## src/rtl/cirno9_iob_slave.sv

```systemverilog
// cirno9_iob_slave
//   IO-bus responder for the core's load/store port. Terminates val/rdy
//   requests and hosts a 64-bit machine timer with compare interrupt, a
//   scratch register and a byte-wide 8N1 UART transmitter.
//
// Parameters
//   WAIT_CYC  extra wait cycles between request accept and rdy (0..15)
//   BAUD_DIV  clk cycles per UART bit (>=2)
//
// Ports
//   clk              in   1   clock, rising edge
//   rst_n            in   1   asynchronous reset, active low
//   i_hs_ls4iob_val  in   1   request valid
//   o_hs_iob4ls_rdy  out  1   one-cycle completion pulse
//   i_iob_wen        in   4   byte write enables, 4'b0000 = read
//   i_adr            in   32  byte address, only adr[7:2] decoded
//   i_wdat           in   32  write data
//   o_iob_rdat       out  32  read data, non-zero only while rdy=1
//   o_irq_timer      out  1   level, mtime >= mtimecmp (unsigned)
//   o_uart_tx        out  1   UART TX line, idle high
module cirno9_iob_slave #(
    parameter int unsigned WAIT_CYC = 1,
    parameter int unsigned BAUD_DIV = 868
) (
    input  logic        clk,
    input  logic        rst_n,
    input  logic        i_hs_ls4iob_val,
    output logic        o_hs_iob4ls_rdy,
    input  logic [3:0]  i_iob_wen,
    input  logic [31:0] i_adr,
    input  logic [31:0] i_wdat,
    output logic [31:0] o_iob_rdat,
    output logic        o_irq_timer,
    output logic        o_uart_tx
);

    // Word indices (adr[7:2]) of the register map
    localparam logic [5:0] ADR_MTIME_LO = 6'h00;
    localparam logic [5:0] ADR_MTIME_HI = 6'h01;
    localparam logic [5:0] ADR_CMP_LO   = 6'h02;
    localparam logic [5:0] ADR_CMP_HI   = 6'h03;
    localparam logic [5:0] ADR_UART     = 6'h04;
    localparam logic [5:0] ADR_SCRATCH  = 6'h05;

    // WAIT lasts exactly WAIT_CYC cycles, so the counter starts one below it
    localparam logic [3:0] WAIT_LOAD = (WAIT_CYC == 32'd0) ? 4'd0 : 4'(WAIT_CYC - 32'd1);

    localparam int unsigned          BAUD_W    = $clog2(BAUD_DIV);
    localparam logic [BAUD_W-1:0]    BAUD_LAST = BAUD_W'(BAUD_DIV - 32'd1);

    typedef enum logic [1:0] {
        BUS_IDLE = 2'd0,
        BUS_WAIT = 2'd1,
        BUS_ACK  = 2'd2
    } bus_state_t;

    typedef enum logic [1:0] {
        U_IDLE  = 2'd0,
        U_START = 2'd1,
        U_DATA  = 2'd2,
        U_STOP  = 2'd3
    } uart_state_t;

    // Replace only the byte lanes whose enable is set
    function automatic logic [31:0] merge_bytes(input logic [31:0] old_val,
                                                input logic [31:0] new_val,
                                                input logic [3:0]  wen);
        logic [31:0] res;
        res = old_val;
        for (int b = 0; b < 4; b++) begin
            if (wen[b]) begin
                res[b*8 +: 8] = new_val[b*8 +: 8];
            end else begin
                res[b*8 +: 8] = old_val[b*8 +: 8];
            end
        end
        return res;
    endfunction

    bus_state_t     bus_state_r;
    bus_state_t     bus_state_nxt_s;
    logic [3:0]     wait_cnt_r;
    logic [3:0]     req_wen_r;
    logic [5:0]     req_adr_r;
    logic [31:0]    req_wdat_r;
    logic           rdy_r;
    logic [31:0]    rdat_r;
    logic           rdy_nxt_s;
    logic [31:0]    rdat_nxt_s;
    logic           accept_s;
    logic           commit_s;
    logic           wr_s;
    logic [5:0]     rd_idx_s;
    logic [31:0]    rd_data_s;

    logic [63:0]    mtime_r;
    logic [63:0]    mtimecmp_r;
    logic [31:0]    scratch_r;

    uart_state_t        uart_state_r;
    uart_state_t        uart_state_nxt_s;
    logic [BAUD_W-1:0]  baud_cnt_r;
    logic [BAUD_W-1:0]  baud_cnt_nxt_s;
    logic [2:0]         bit_idx_r;
    logic [2:0]         bit_idx_nxt_s;
    logic [7:0]         shift_r;
    logic [7:0]         shift_nxt_s;
    logic               tx_r;
    logic               tx_nxt_s;
    logic               baud_done_s;
    logic               uart_busy_s;
    logic               uart_load_s;

    logic               unused_adr_s;
    assign unused_adr_s = ^{i_adr[31:8], i_adr[1:0]};

    // Bus FSM state register
    always_ff @(posedge clk or negedge rst_n) begin
        if (!rst_n) begin
            bus_state_r <= BUS_IDLE;
        end else begin
            bus_state_r <= bus_state_nxt_s;
        end
    end

    // Bus FSM next-state logic; val is only looked at in IDLE
    always_comb begin
        bus_state_nxt_s = bus_state_r;
        case (bus_state_r)
            BUS_IDLE: begin
                if (i_hs_ls4iob_val) begin
                    bus_state_nxt_s = (WAIT_CYC == 32'd0) ? BUS_ACK : BUS_WAIT;
                end else begin
                    bus_state_nxt_s = BUS_IDLE;
                end
            end
            BUS_WAIT: begin
                if (wait_cnt_r == 4'd0) begin
                    bus_state_nxt_s = BUS_ACK;
                end else begin
                    bus_state_nxt_s = BUS_WAIT;
                end
            end
            BUS_ACK:  bus_state_nxt_s = BUS_IDLE;
            default:  bus_state_nxt_s = BUS_IDLE;
        endcase
    end

    // Bus FSM outputs: rdy/rdat are registered on entry to ACK
    always_comb begin
        accept_s   = (bus_state_r == BUS_IDLE) && i_hs_ls4iob_val;
        commit_s   = (bus_state_r == BUS_ACK);
        rdy_nxt_s  = (bus_state_nxt_s == BUS_ACK);
        if (rdy_nxt_s) begin
            rdat_nxt_s = rd_data_s;
        end else begin
            rdat_nxt_s = 32'd0;
        end
    end

    assign wr_s = commit_s && (req_wen_r != 4'b0000);

    // With WAIT_CYC=0 the read mux is evaluated in IDLE, before the request is latched
    assign rd_idx_s = (bus_state_r == BUS_IDLE) ? i_adr[7:2] : req_adr_r;

    // Read data multiplexer
    always_comb begin
        case (rd_idx_s)
            ADR_MTIME_LO: rd_data_s = mtime_r[31:0];
            ADR_MTIME_HI: rd_data_s = mtime_r[63:32];
            ADR_CMP_LO:   rd_data_s = mtimecmp_r[31:0];
            ADR_CMP_HI:   rd_data_s = mtimecmp_r[63:32];
            ADR_UART:     rd_data_s = {31'd0, uart_busy_s};
            ADR_SCRATCH:  rd_data_s = scratch_r;
            default:      rd_data_s = 32'd0;
        endcase
    end

    // Request latch, wait counter and registered bus outputs
    always_ff @(posedge clk or negedge rst_n) begin
        if (!rst_n) begin
            wait_cnt_r <= 4'd0;
            req_wen_r  <= 4'd0;
            req_adr_r  <= 6'd0;
            req_wdat_r <= 32'd0;
            rdy_r      <= 1'b0;
            rdat_r     <= 32'd0;
        end else begin
            if (accept_s) begin
                req_wen_r  <= i_iob_wen;
                req_adr_r  <= i_adr[7:2];
                req_wdat_r <= i_wdat;
                wait_cnt_r <= WAIT_LOAD;
            end else if ((bus_state_r == BUS_WAIT) && (wait_cnt_r != 4'd0)) begin
                wait_cnt_r <= wait_cnt_r - 4'd1;
            end
            rdy_r  <= rdy_nxt_s;
            rdat_r <= rdat_nxt_s;
        end
    end

    // Machine timer: a write to either half freezes the whole counter for that cycle
    always_ff @(posedge clk or negedge rst_n) begin
        if (!rst_n) begin
            mtime_r <= 64'd0;
        end else if (wr_s && (req_adr_r == ADR_MTIME_LO)) begin
            mtime_r[31:0] <= merge_bytes(mtime_r[31:0], req_wdat_r, req_wen_r);
        end else if (wr_s && (req_adr_r == ADR_MTIME_HI)) begin
            mtime_r[63:32] <= merge_bytes(mtime_r[63:32], req_wdat_r, req_wen_r);
        end else begin
            mtime_r <= mtime_r + 64'd1;
        end
    end

    // Timer compare and scratch registers
    always_ff @(posedge clk or negedge rst_n) begin
        if (!rst_n) begin
            mtimecmp_r <= 64'hFFFF_FFFF_FFFF_FFFF;
            scratch_r  <= 32'd0;
        end else if (wr_s) begin
            case (req_adr_r)
                ADR_CMP_LO:  mtimecmp_r[31:0]  <= merge_bytes(mtimecmp_r[31:0], req_wdat_r, req_wen_r);
                ADR_CMP_HI:  mtimecmp_r[63:32] <= merge_bytes(mtimecmp_r[63:32], req_wdat_r, req_wen_r);
                ADR_SCRATCH: scratch_r         <= merge_bytes(scratch_r, req_wdat_r, req_wen_r);
                default:     scratch_r         <= scratch_r;
            endcase
        end
    end

    assign o_irq_timer = (mtime_r >= mtimecmp_r);

    assign baud_done_s = (baud_cnt_r == BAUD_LAST);
    assign uart_busy_s = (uart_state_r != U_IDLE);
    // Writes while a frame is in flight are dropped
    assign uart_load_s = wr_s && (req_adr_r == ADR_UART) && req_wen_r[0] && !uart_busy_s;

    // UART FSM state register
    always_ff @(posedge clk or negedge rst_n) begin
        if (!rst_n) begin
            uart_state_r <= U_IDLE;
        end else begin
            uart_state_r <= uart_state_nxt_s;
        end
    end

    // UART FSM next-state logic
    always_comb begin
        uart_state_nxt_s = uart_state_r;
        case (uart_state_r)
            U_IDLE: begin
                if (uart_load_s) begin
                    uart_state_nxt_s = U_START;
                end else begin
                    uart_state_nxt_s = U_IDLE;
                end
            end
            U_START: begin
                if (baud_done_s) begin
                    uart_state_nxt_s = U_DATA;
                end else begin
                    uart_state_nxt_s = U_START;
                end
            end
            U_DATA: begin
                if (baud_done_s && (bit_idx_r == 3'd7)) begin
                    uart_state_nxt_s = U_STOP;
                end else begin
                    uart_state_nxt_s = U_DATA;
                end
            end
            U_STOP: begin
                if (baud_done_s) begin
                    uart_state_nxt_s = U_IDLE;
                end else begin
                    uart_state_nxt_s = U_STOP;
                end
            end
            default: uart_state_nxt_s = U_IDLE;
        endcase
    end

    // UART outputs: baud/bit counters, shifter and the next line level
    always_comb begin
        baud_cnt_nxt_s = baud_cnt_r;
        bit_idx_nxt_s  = bit_idx_r;
        shift_nxt_s    = shift_r;
        if (uart_load_s) begin
            baud_cnt_nxt_s = {BAUD_W{1'b0}};
            bit_idx_nxt_s  = 3'd0;
            shift_nxt_s    = req_wdat_r[7:0];
        end else if (uart_state_r == U_IDLE) begin
            baud_cnt_nxt_s = {BAUD_W{1'b0}};
        end else if (baud_done_s) begin
            baud_cnt_nxt_s = {BAUD_W{1'b0}};
            if (uart_state_r == U_DATA) begin
                shift_nxt_s   = {1'b0, shift_r[7:1]};
                bit_idx_nxt_s = bit_idx_r + 3'd1;
            end else begin
                bit_idx_nxt_s = 3'd0;
            end
        end else begin
            baud_cnt_nxt_s = baud_cnt_r + {{(BAUD_W-1){1'b0}}, 1'b1};
        end

        case (uart_state_nxt_s)
            U_START: tx_nxt_s = 1'b0;
            U_DATA:  tx_nxt_s = shift_nxt_s[0];
            U_STOP:  tx_nxt_s = 1'b1;
            default: tx_nxt_s = 1'b1;
        endcase
    end

    // UART datapath registers
    always_ff @(posedge clk or negedge rst_n) begin
        if (!rst_n) begin
            baud_cnt_r <= {BAUD_W{1'b0}};
            bit_idx_r  <= 3'd0;
            shift_r    <= 8'd0;
            tx_r       <= 1'b1;
        end else begin
            baud_cnt_r <= baud_cnt_nxt_s;
            bit_idx_r  <= bit_idx_nxt_s;
            shift_r    <= shift_nxt_s;
            tx_r       <= tx_nxt_s;
        end
    end

    assign o_hs_iob4ls_rdy = rdy_r;
    assign o_iob_rdat      = rdat_r;
    assign o_uart_tx       = tx_r;

endmodule

```

## config.mk

```make
export PLATFORM = sky130hd
export DESIGN_NAME = cirno9_iob_slave
export DESIGN_NICKNAME = d
export VERILOG_FILES = /design/src/rtl/cirno9_iob_slave.sv
export SDC_FILE = /design/constraint.sdc
export NUM_CORES = 1
export LEC_CHECK = 0
export ABC_AREA = 1
export ABC_CLOCK_PERIOD_IN_PS = 3100
export CORE_ASPECT_RATIO = 0.75
export CORE_UTILIZATION = 33
export CTS_BUF_LIST = sky130_fd_sc_hd__clkbuf_4 sky130_fd_sc_hd__clkbuf_8 sky130_fd_sc_hd__clkbuf_16
export DETAILED_ROUTE_END_ITERATION = 10
export GPL_ROUTABILITY_DRIVEN = 0
export GPL_TIMING_DRIVEN = 1
export HOLD_SLACK_MARGIN = 0.05
export SETUP_SLACK_MARGIN = 0.02
export SLEW_MARGIN = 0
export SYNTH_ARGS = -nofsm -noshare
export SYNTH_HDL_FRONTEND = slang
export SYNTH_SLANG_ARGS = --single-unit
```

## constraint.sdc

```tcl
create_clock -name clk -period 3.1 [get_ports clk]
set_input_delay 0.465 -clock clk [delete_from_list [all_inputs] [get_ports clk]]
set_output_delay 0.465 -clock clk [all_outputs]
set_load 0.02 [all_outputs]
```

After elaboration in Yosys (flattened, before gate mapping)
Index checks and enable logic that the tools add are counted.

cells by class
  multiplexer cells = 32
  eq/ne operators = 30
  bitwise logic cells = 1
  order comparisons = 1
  reductions and logical operators = 43
  $add $sub $neg = 4

operators by type and width
  operator                                                                number
  32-bit case mux with 6 select lines                                     1
  32-bit 2-to-1 mux                                                       4
  64-bit by 1-bit adder with 64-bit output (second input constant)        1
  64-bit greater-or-equal comparator                                      1
  8-bit 2-to-1 mux                                                        8
  3-bit AND reduction                                                     13
  10-bit 2-to-1 mux                                                       3
  6-bit by 2-bit equality test with 1-bit output (second input constant)  4
  6-bit by 3-bit equality test with 1-bit output (second input constant)  4
  2-bit inequality test (second input constant)                           10
  2-bit AND reduction                                                     9
  6-bit by 1-bit equality test with 1-bit output (second input constant)  2
  6-bit zero test                                                         2
  3-bit 2-to-1 mux                                                        4
  10-bit by 1-bit adder with 10-bit output (second input constant)        1
  10-bit equality test (second input constant)                            1
  2-bit equality test (second input constant)                             5
  1-bit logical AND                                                       9
  4-bit 2-to-1 mux                                                        2
  2-bit case mux with 4 select lines                                      1
  2-bit nonzero test                                                      4
  4-bit nonzero test                                                      2
  2-bit by 1-bit equality test with 1-bit output (second input constant)  3
  2-bit 2-to-1 mux                                                        3
  11 further kinds                                                        14

storage, ports and cells
  register bits after elaboration = 265
  bits of input ports = 71
  output and inout bits = 35
  logic and storage cells = 144

Logic depth before layout (Yosys ltp)
Gate-level depths: netlist of the first run.

  depth after elaboration = 9
  mapped depth = 15
  depth with buffers taken out = 15

Least setup slack after synthesis of the first run
No wires, ideal clock.

  path type = flip-flop to output port
  from = register mtimecmp_r[63]
  to = output port o_irq_timer
  setup slack = 0.972 ns
  data required time = 2.635 ns
  path buffers = 0
  arrival time = 1.663 ns
  cell stages (with the launch flop) = 8
  path through = dfstp_2 > inv_1 > ha_1 > nand2_1 > nor4_1 > nor3b_1 > nand2_1 > nand2_1

on the way
  cells in the longest elaborated chain, start to end = 1

RTL lines
  element                             RTL line  text
  start, declared                     97        logic [63:0] mtimecmp_r;
  start signal, assigned              223       ADR_CMP_HI: mtimecmp_r[63:32] <= merge_bytes(mtimecmp_r[63:32], req_wdat_r, req_wen_r);
  64-bit greater-or-equal comparator  230       assign o_irq_timer = (mtime_r >= mtimecmp_r);
  end, declared                       33        output logic o_irq_timer,

Every way passes these cells.

Worst setup path in the final report of the first run
  from = register mtimecmp_r[47]
  to = output port o_irq_timer

Same word-level chain as after synthesis.

==> results of run 1 <==
## sequential cells by signal, summed over array words and instances, names as in the netlist
| register | count |
|---|---|
| req_adr_r | 6 |
| mtime_r | 64 |
| scratch_r | 32 |
| req_wen_r | 4 |
| o_iob_rdat | 32 |
| shift_r | 8 |
| bit_idx_r | 3 |
| baud_cnt_r | 10 |
| mtimecmp_r | 64 |
| o_hs_iob4ls_rdy | 1 |
| o_uart_tx | 1 |
| wait_cnt_r | 4 |
| req_wdat_r | 32 |
| uart_state_r | 2 |
| bus_state_r | 2 |
## worst max-delay path, stage by stage (launching register included)
cell	delay, ps
dfstp_2	550
inv_2	50
ha_4	260
nand4_1	180
nor2_4	260
nand4_1	130
buf_4	160
nor3b_2	200
nand2_1	80
nand2_2	130
buf_6	140
## worst min path at each step
stage / start / end / slack (ps)
after floorplan: rst_n / baud_cnt_r[0] / 170
after global placement: baud_cnt_r[0] / baud_cnt_r[0] / 450
after detailed placement: wait_cnt_r[3] / wait_cnt_r[3] / 460
after CTS: i_iob_wen[1] / req_wen_r[1] / 420
after global routing: i_iob_wen[1] / req_wen_r[1] / 460
final: i_iob_wen[1] / req_wen_r[1] / 440
## stage by stage
step	util	cells	worst slack [ps]	setup TNS, ps
after CTS	0.405	2983	27.1	0
after global placement	0.384	2932	-162	-162
after global routing	0.406	2985	-153	-153
after floorplan	-	2186	972	0
after detailed placement	0.384	2932	-126	-126
final	0.406	2985	-67.5	-67.5
## what timing repair did
action	CTS	global route
endpoints found under the setup margin	1	1
cloned	0	0
pin swaps	2	6
endpoints found under the hold margin	65	0
gates resized for setup	14	11
setup buffers	0	2
hold buffers	1	0
## cells in the mapped netlist (2+ instances only)
library cell | instances | share of area
clkbuf_1 | 34 | 0.0081
dfstp_2 | 65 | 0.11
a21oi_1 | 93 | 0.030
o21ai_2 | 2 | 0.0011
dfrtp_1 | 200 | 0.32
buf_1 | 6 | 0.0014
inv_1 | 208 | 0.050
xnor2_1 | 18 | 0.010
buf_4 | 2 | 0.00095
nor3b_1 | 2 | 0.00095
o211ai_1 | 5 | 0.0024
nand3_1 | 267 | 0.085
nor3_1 | 14 | 0.0045
ha_1 | 69 | 0.055
o21a_1 | 3 | 0.0014
o21bai_1 | 2 | 0.00095
nand2_1 | 571 | 0.14
nor2_2 | 8 | 0.0032
nand3b_1 | 4 | 0.0019
buf_2 | 34 | 0.011
o21ai_1 | 13 | 0.0041
inv_2 | 2 | 0.00048
and2_0 | 2 | 0.00080
xor2_1 | 9 | 0.0050
a22oi_1 | 2 | 0.00095
nand4_1 | 20 | 0.0080
and2_1 | 5 | 0.0020
o21ai_0 | 231 | 0.074
nor2_1 | 281 | 0.067
## placed cells by master (no fill, tap or decap), drive strengths merged, types with 9 or more instances in the layout
cell type	synthesis	routed
xnor2	18	18
clkdlybuf4s50	0	77
nand3	267	267
dfrtp	200	200
o21ai	246	246
nor3	14	14
nand4	20	20
xor2	9	9
dfstp	65	65
clkbuf	34	43
inv	210	211
ha	69	69
nor2	290	290
a21oi	93	93
nand2	572	572
buf	42	116
## area by class of cell
| cell class | instances | area [um^2] |
|---|---|---|
| multi-input combinational | 1634 | 8000 |
| fill | 4798 | 27600 |
| sequential | 265 | 6710 |
| clock inverter | 8 | 75.1 |
| timing repair buffer | 194 | 1700 |
| clock buffer | 43 | 850 |
| inverter | 211 | 792 |
| tap | 630 | 788 |
## report_power, final
part | total (uW) | switching (uW) | internal (uW)
logic | 5490 | 3480 | 2010
clock network | 3400 | 1430 | 1970
registers | 4740 | 523 | 4220
total | 13600 | 5430 | 8200
## layer usage
layer / track usage / part of all wire
met2: 0.302 / 0.40
met4: 0.0470 / 0.021
met5: 0 / 0
met3: 0.0373 / 0.094
met1: 0.339 / 0.49
## cells by family (layout without fill, tap and decap cells)
group	Yosys count	count (layout)	share of synthesized area
compound gates	358	358	0.118
simple gates	1180	1180	0.313
buf+inv	287	456	0.0717
fa+ha+maj	69	69	0.0549
xor+xnor	27	27	0.0150
flops	265	265	0.427
==> impl_metrics.env, run 1 <==
export IMPL_worst_clock_skew_ps=15.4
export IMPL_holdPathStages=3
export IMPL_fmax_ghz=0.316
export IMPL_power_uw=13600
export IMPL_die_x_um=254
export IMPL_portBuffers=79
export IMPL_avgViaCountPerCell=5.15
export IMPL_outcome="finished, violations left"
export IMPL_hold_viol=0
export IMPL_max_cap_violations=0
export IMPL_finalCriticalPeriod_ps=3170
export IMPL_syn_cell_area_mm2=0.0157
export IMPL_grt_pass1_vias=14400
export IMPL_fin_ws_ps=-67.5
export IMPL_insertion_delay_ps=570
export IMPL_tightest_slew_ps=826
export IMPL_syn_num_nets=2326
export IMPL_relSlewSlack=0.449
export IMPL_clock_path_buffers=3
export IMPL_start_util=0.338
export IMPL_wl_per_cell_um=17.4
export IMPL_reg2reg_slack_ps=360
export IMPL_firstDrtPassIters=6
export IMPL_min_delay_path_class="primary input to flip-flop"
export IMPL_finalSetupViolations=1
export IMPL_cp_arrival_ps=2700
export IMPL_cp_required_ps=2630
export IMPL_synth_cell_types=43
export IMPL_rsz0062_at_grt="yes"
export IMPL_ir_drop_v=0.000390
export IMPL_hpwl_um=40000
export IMPL_crit_path_end_kind="output pin"
export IMPL_synthFlopType="dfrtp_1"
export IMPL_yosys_warnings=0
export IMPL_cts_made_buffers=28
export IMPL_fin_hold_ws_ps=438
export IMPL_drc_errors=0
export IMPL_r2r_cells=9
export IMPL_wl_um=52000
export IMPL_grt_pass1_wl_um=81500
export IMPL_cts_tree="done"
export IMPL_drt_iter0_drc=1656
export IMPL_clk_pin_slew_ps=60
export IMPL_synth_avg_cell_area_um2=7.19
export IMPL_drive_above_1_share=0.116
export IMPL_crit_type="flip-flop to output pin"
export IMPL_synth_edff_count=0
export IMPL_synth_async_sr_flop_share=1.00
export IMPL_start_kind="flip-flop"
export IMPL_seq_area_frac_synth=0.427
export IMPL_ioPinCount=106
export IMPL_core_area_mm2=0.0465
export IMPL_fin_area_mm2=0.0189
export IMPL_die_area_mm2=0.0485
export IMPL_cp_startpoint="mtimecmp_r[47]"
export IMPL_grt_max_degree=79
export IMPL_antenna_found_initial=0
export IMPL_r2r_start="req_wen_r[1]"
export IMPL_r2r_end="mtime_r[35]"
export IMPL_final_nets=2474
export IMPL_finalCritPeriodShare=1.02
export IMPL_post_dp_cell_area_mm2=0.0179
export IMPL_cts_root_buffer="clkbuf_16"
export IMPL_violations="negative setup slack"
export IMPL_syn_inst=2186
export IMPL_ant_nets=0
export IMPL_num_antenna_cells=0
export IMPL_htree_levels=1
export IMPL_crit_end="o_irq_timer"
export IMPL_ys_seq_elements=265
export IMPL_num_vias=15400
export IMPL_p_leak_uw=0.00822
export IMPL_cts_num_sinks=265
export IMPL_slew_violations=0
export IMPL_globalRoute_totalOverflow=0
export IMPL_row_count=68
export IMPL_crit_fanout=2
export IMPL_dieHeight_um=191
export IMPL_area_growth_pct=20.3
export IMPL_grt_util_all_layers=0.216
export IMPL_power_density_mw_per_mm2=721
(Power assumes the default switching activity.)
==> inputs of run 2 (changes only) <==
--- a/config.mk
+++ b/config.mk
@@ -12,7 +12,6 @@
 export CTS_BUF_LIST = sky130_fd_sc_hd__clkbuf_4 sky130_fd_sc_hd__clkbuf_8 sky130_fd_sc_hd__clkbuf_16
 export DETAILED_ROUTE_END_ITERATION = 10
 export GPL_ROUTABILITY_DRIVEN = 0
-export GPL_TIMING_DRIVEN = 1
 export HOLD_SLACK_MARGIN = 0.05
 export SETUP_SLACK_MARGIN = 0.02
 export SLEW_MARGIN = 0
==> results of run 2 <==
Same layout as run 1: the final DEF is identical, and so are final timing and power.
==> inputs of run 3 (changes only) <==
--- a/config.mk
+++ b/config.mk
@@ -5,7 +5,6 @@
 export SDC_FILE = /design/constraint.sdc
 export NUM_CORES = 1
 export LEC_CHECK = 0
-export ABC_AREA = 1
 export ABC_CLOCK_PERIOD_IN_PS = 3100
 export CORE_ASPECT_RATIO = 0.75
 export CORE_UTILIZATION = 33
@@ -13,6 +12,7 @@
 export DETAILED_ROUTE_END_ITERATION = 10
 export GPL_ROUTABILITY_DRIVEN = 0
 export HOLD_SLACK_MARGIN = 0.05
+export PLACE_DENSITY = 0.49
 export SETUP_SLACK_MARGIN = 0.02
 export SLEW_MARGIN = 0
 export SYNTH_ARGS = -nofsm -noshare
==> run 3 against run 2 <==
  * The flow still finishes with violations (negative setup slack)
  * Area after synthesis decreased by 6.3%
  * Clock power increased by 5%
  * Via count decreased by 19%
  * Total power decreased by 8.0%
  * Cell area decreased by 2.2%
  * Maximum frequency decreased by 3.5%
  * First-iteration DRC count decreased by 31%
==> impl_metrics.env, run 3 <==
export IMPL_num_fill_cells=4216
export IMPL_finalNonFillerCells=2233
export IMPL_slew_violations=0
export IMPL_tightest_slew_ps=813
export IMPL_yosys_warnings=0
export IMPL_p_leak_uw=0.00793
export IMPL_cp_required_ps=2630
export IMPL_clk_pin_slew_ps=60
export IMPL_globalRoute_totalOverflow=0
export IMPL_synth_top_cell_by_area="dfrtp_1"
export IMPL_place_inst=2174
export IMPL_power_uw=12500
export IMPL_max_cap_violations=0
export IMPL_final_nets=1772
export IMPL_synth_compound_area_frac=0.142
export IMPL_synthFlopType="dfrtp_1"
export IMPL_synth_mux_area_fraction=0.142
export IMPL_violations="negative setup slack"
export IMPL_r2r_start="mtime_r[2]"
export IMPL_drc_errors=0
export IMPL_synth_top_area_share=0.340
export IMPL_reg2reg_slack_ps=200
export IMPL_cts_num_sinks=265
export IMPL_final_cell_mix="200 x dfrtp_1, 146 x buf_4, 143 x mux2_2"
export IMPL_cts_root_buffer="clkbuf_16"
export IMPL_wl_um=48200
export IMPL_hpwl_um=36300
export IMPL_relSlewSlack=0.451
export IMPL_holdPathStages=2
export IMPL_drt_iter0_drc=1140
export IMPL_register_area_mm2=0.00671
export IMPL_wl_per_cell_um=21.6
export IMPL_power_density_mw_per_mm2=678
export IMPL_ioPinCount=106
export IMPL_synth_cell_types=71
export IMPL_syn_num_nets=1579
export IMPL_post_synth_top_count_cell="dfrtp_1"
export IMPL_synth_fa_ha_area_frac=0.0586
export IMPL_crit_path_end_kind="output pin"
export IMPL_synth_avg_cell_area_um2=10.2
export IMPL_cts_tree="done"
export IMPL_syn_inst=1439
export IMPL_grt_util_all_layers=0.214
export IMPL_num_antenna_cells=0
export IMPL_worst_clock_skew_ps=18.7
export IMPL_ys_top_cells_by_count="200 x dfrtp_1, 143 x mux2_2, 126 x nor2_1, 106 x nand2_1"
export IMPL_yosys_area_share_simple=0.155
export IMPL_multi_input_area_mm2=0.00773
export IMPL_antenna_found_initial=0
export IMPL_finalCritPeriodShare=1.06
export IMPL_rsz0062_at_grt="yes"
export IMPL_firstDrtPassIters=8
export IMPL_die_area_mm2=0.0455
export IMPL_grt_max_degree=82
export IMPL_portBuffers=79
export IMPL_fin_ws_ps=-183
export IMPL_synth_edff_count=0
export IMPL_crit_fanout=2
export IMPL_grt_pass1_wl_um=74800
export IMPL_ys_seq_elements=265
export IMPL_start_kind="flip-flop"
export IMPL_final_core_util=0.423
export IMPL_ir_drop_v=0.000634
export IMPL_outcome="finished, violations left"
export IMPL_cts_made_buffers=29
export IMPL_synthTopCellsByArea="dfrtp_1 34%, dfstp_2 12%, mux2_2 11%"
export IMPL_final_common_cell="dfrtp_1"
export IMPL_avgViaCountPerCell=5.56
export IMPL_crit_type="flip-flop to output pin"
export IMPL_clock_path_buffers=3
export IMPL_synth_xor_area_frac=0.00773
export IMPL_min_delay_path_class="flip-flop to flip-flop"
export IMPL_synth_top_family_by_area="simple AND/OR/NAND/NOR gates"
export IMPL_start_util=0.337
export IMPL_r2r_cells=7
export IMPL_row_count=66
export IMPL_hold_end="shift_r[2]"
export IMPL_insertion_delay_ps=580
export IMPL_syn_cell_area_mm2=0.0147
export IMPL_num_vias=12400
export IMPL_die_x_um=246
export IMPL_hp_start="shift_r[2]"
export IMPL_cp_arrival_ps=2820
export IMPL_fmax_ghz=0.305
export IMPL_synth_async_sr_flop_share=1.00
export IMPL_drive_above_1_share=0.290
export IMPL_area_growth_pct=25.5
export IMPL_htree_levels=1
export IMPL_r2r_end="mtime_r[61]"
export IMPL_reg_top3="mtime_r x64, mtimecmp_r x64"
export IMPL_dpl_worst_slack_ps=-158
export IMPL_seq_area_frac_synth=0.456
export IMPL_core_area_mm2=0.0437
export IMPL_hold_viol=0
export IMPL_finalCriticalPeriod_ps=3280
export IMPL_dieHeight_um=185
export IMPL_finalSetupViolations=1
export IMPL_finalSetupTns_ps=-183
export IMPL_ant_nets=0
export IMPL_grt_pass1_vias=12300
[run 3: final cells by class]
class,count,area share
Timing Repair Buffer,233,0.110
Multi-Input combinational cell,1025,0.418
Clock buffer,40,0.0457
Clock inverter,14,0.00785
Inverter,78,0.0158
Sequential cell,265,0.363
Tap cell,578,0.0391
[run 3: metal layers]
metal  up-vias  GRT usage  routed length (um)
met5         -          0                   0
met4         0     0.0465                 999
met3        56     0.0443                3780
met2       435      0.304               19500
met1      6170      0.328               23900
li1       5751          -                   -
[run 3: cell families (layout without fill, tap and decap cells)]
logic type	count (synthesis)	in the layout
compound gates	293	293
xor+xnor	13	13
fa+ha+maj	69	69
buf+inv	149	365
flops	265	265
mux	191	191
simple gates	459	459
[run 3: per-stage QoR]
step	instance area (um^2)	hold slack, ps
finish	18500	474
global route	18500	477
CTS	18400	466
floorplan	14700	169
global placement	17200	452
detailed placement	17200	457
[run 3: power by group]
group	leakage [uW]	total (uW)	internal, uW	switching [uW]
registers	0.00332	4600	4020	587
logic	0.00413	4360	1930	2430
clock network	0.000473	3570	2080	1500
[run 3: worst max-delay path by stage]
| stage | to | start | slack, ps |
|---|---|---|---|
| floorplan | o_uart_tx | baud_cnt_r[0] | 400 |
| global placement | o_irq_timer | mtimecmp_r[39] | -150 |
| detailed placement | o_irq_timer | mtimecmp_r[39] | -160 |
| CTS | o_irq_timer | mtimecmp_r[38] | -190 |
| global route | o_irq_timer | mtimecmp_r[27] | -280 |
| finish | o_irq_timer | mtimecmp_r[26] | -180 |
[run 3: what timing repair did]
item,CTS,global route
setup endpoints to repair,1,1
pin swaps,14,12
resized for setup,37,17
hold endpoints to repair,60,0
setup buffers,3,1
hold buffers,1,0
[run 3: critical path, stage by stage (launching register included)]
cell,delay [ps]
dfstp_2,530
inv_2,50
ha_4,260
nand4_1,240
nor4_2,290
buf_4,170
nand2_4,50
a211oi_2,170
nor4_2,60
o21ai_1,140
buf_4,160
buf_6,120
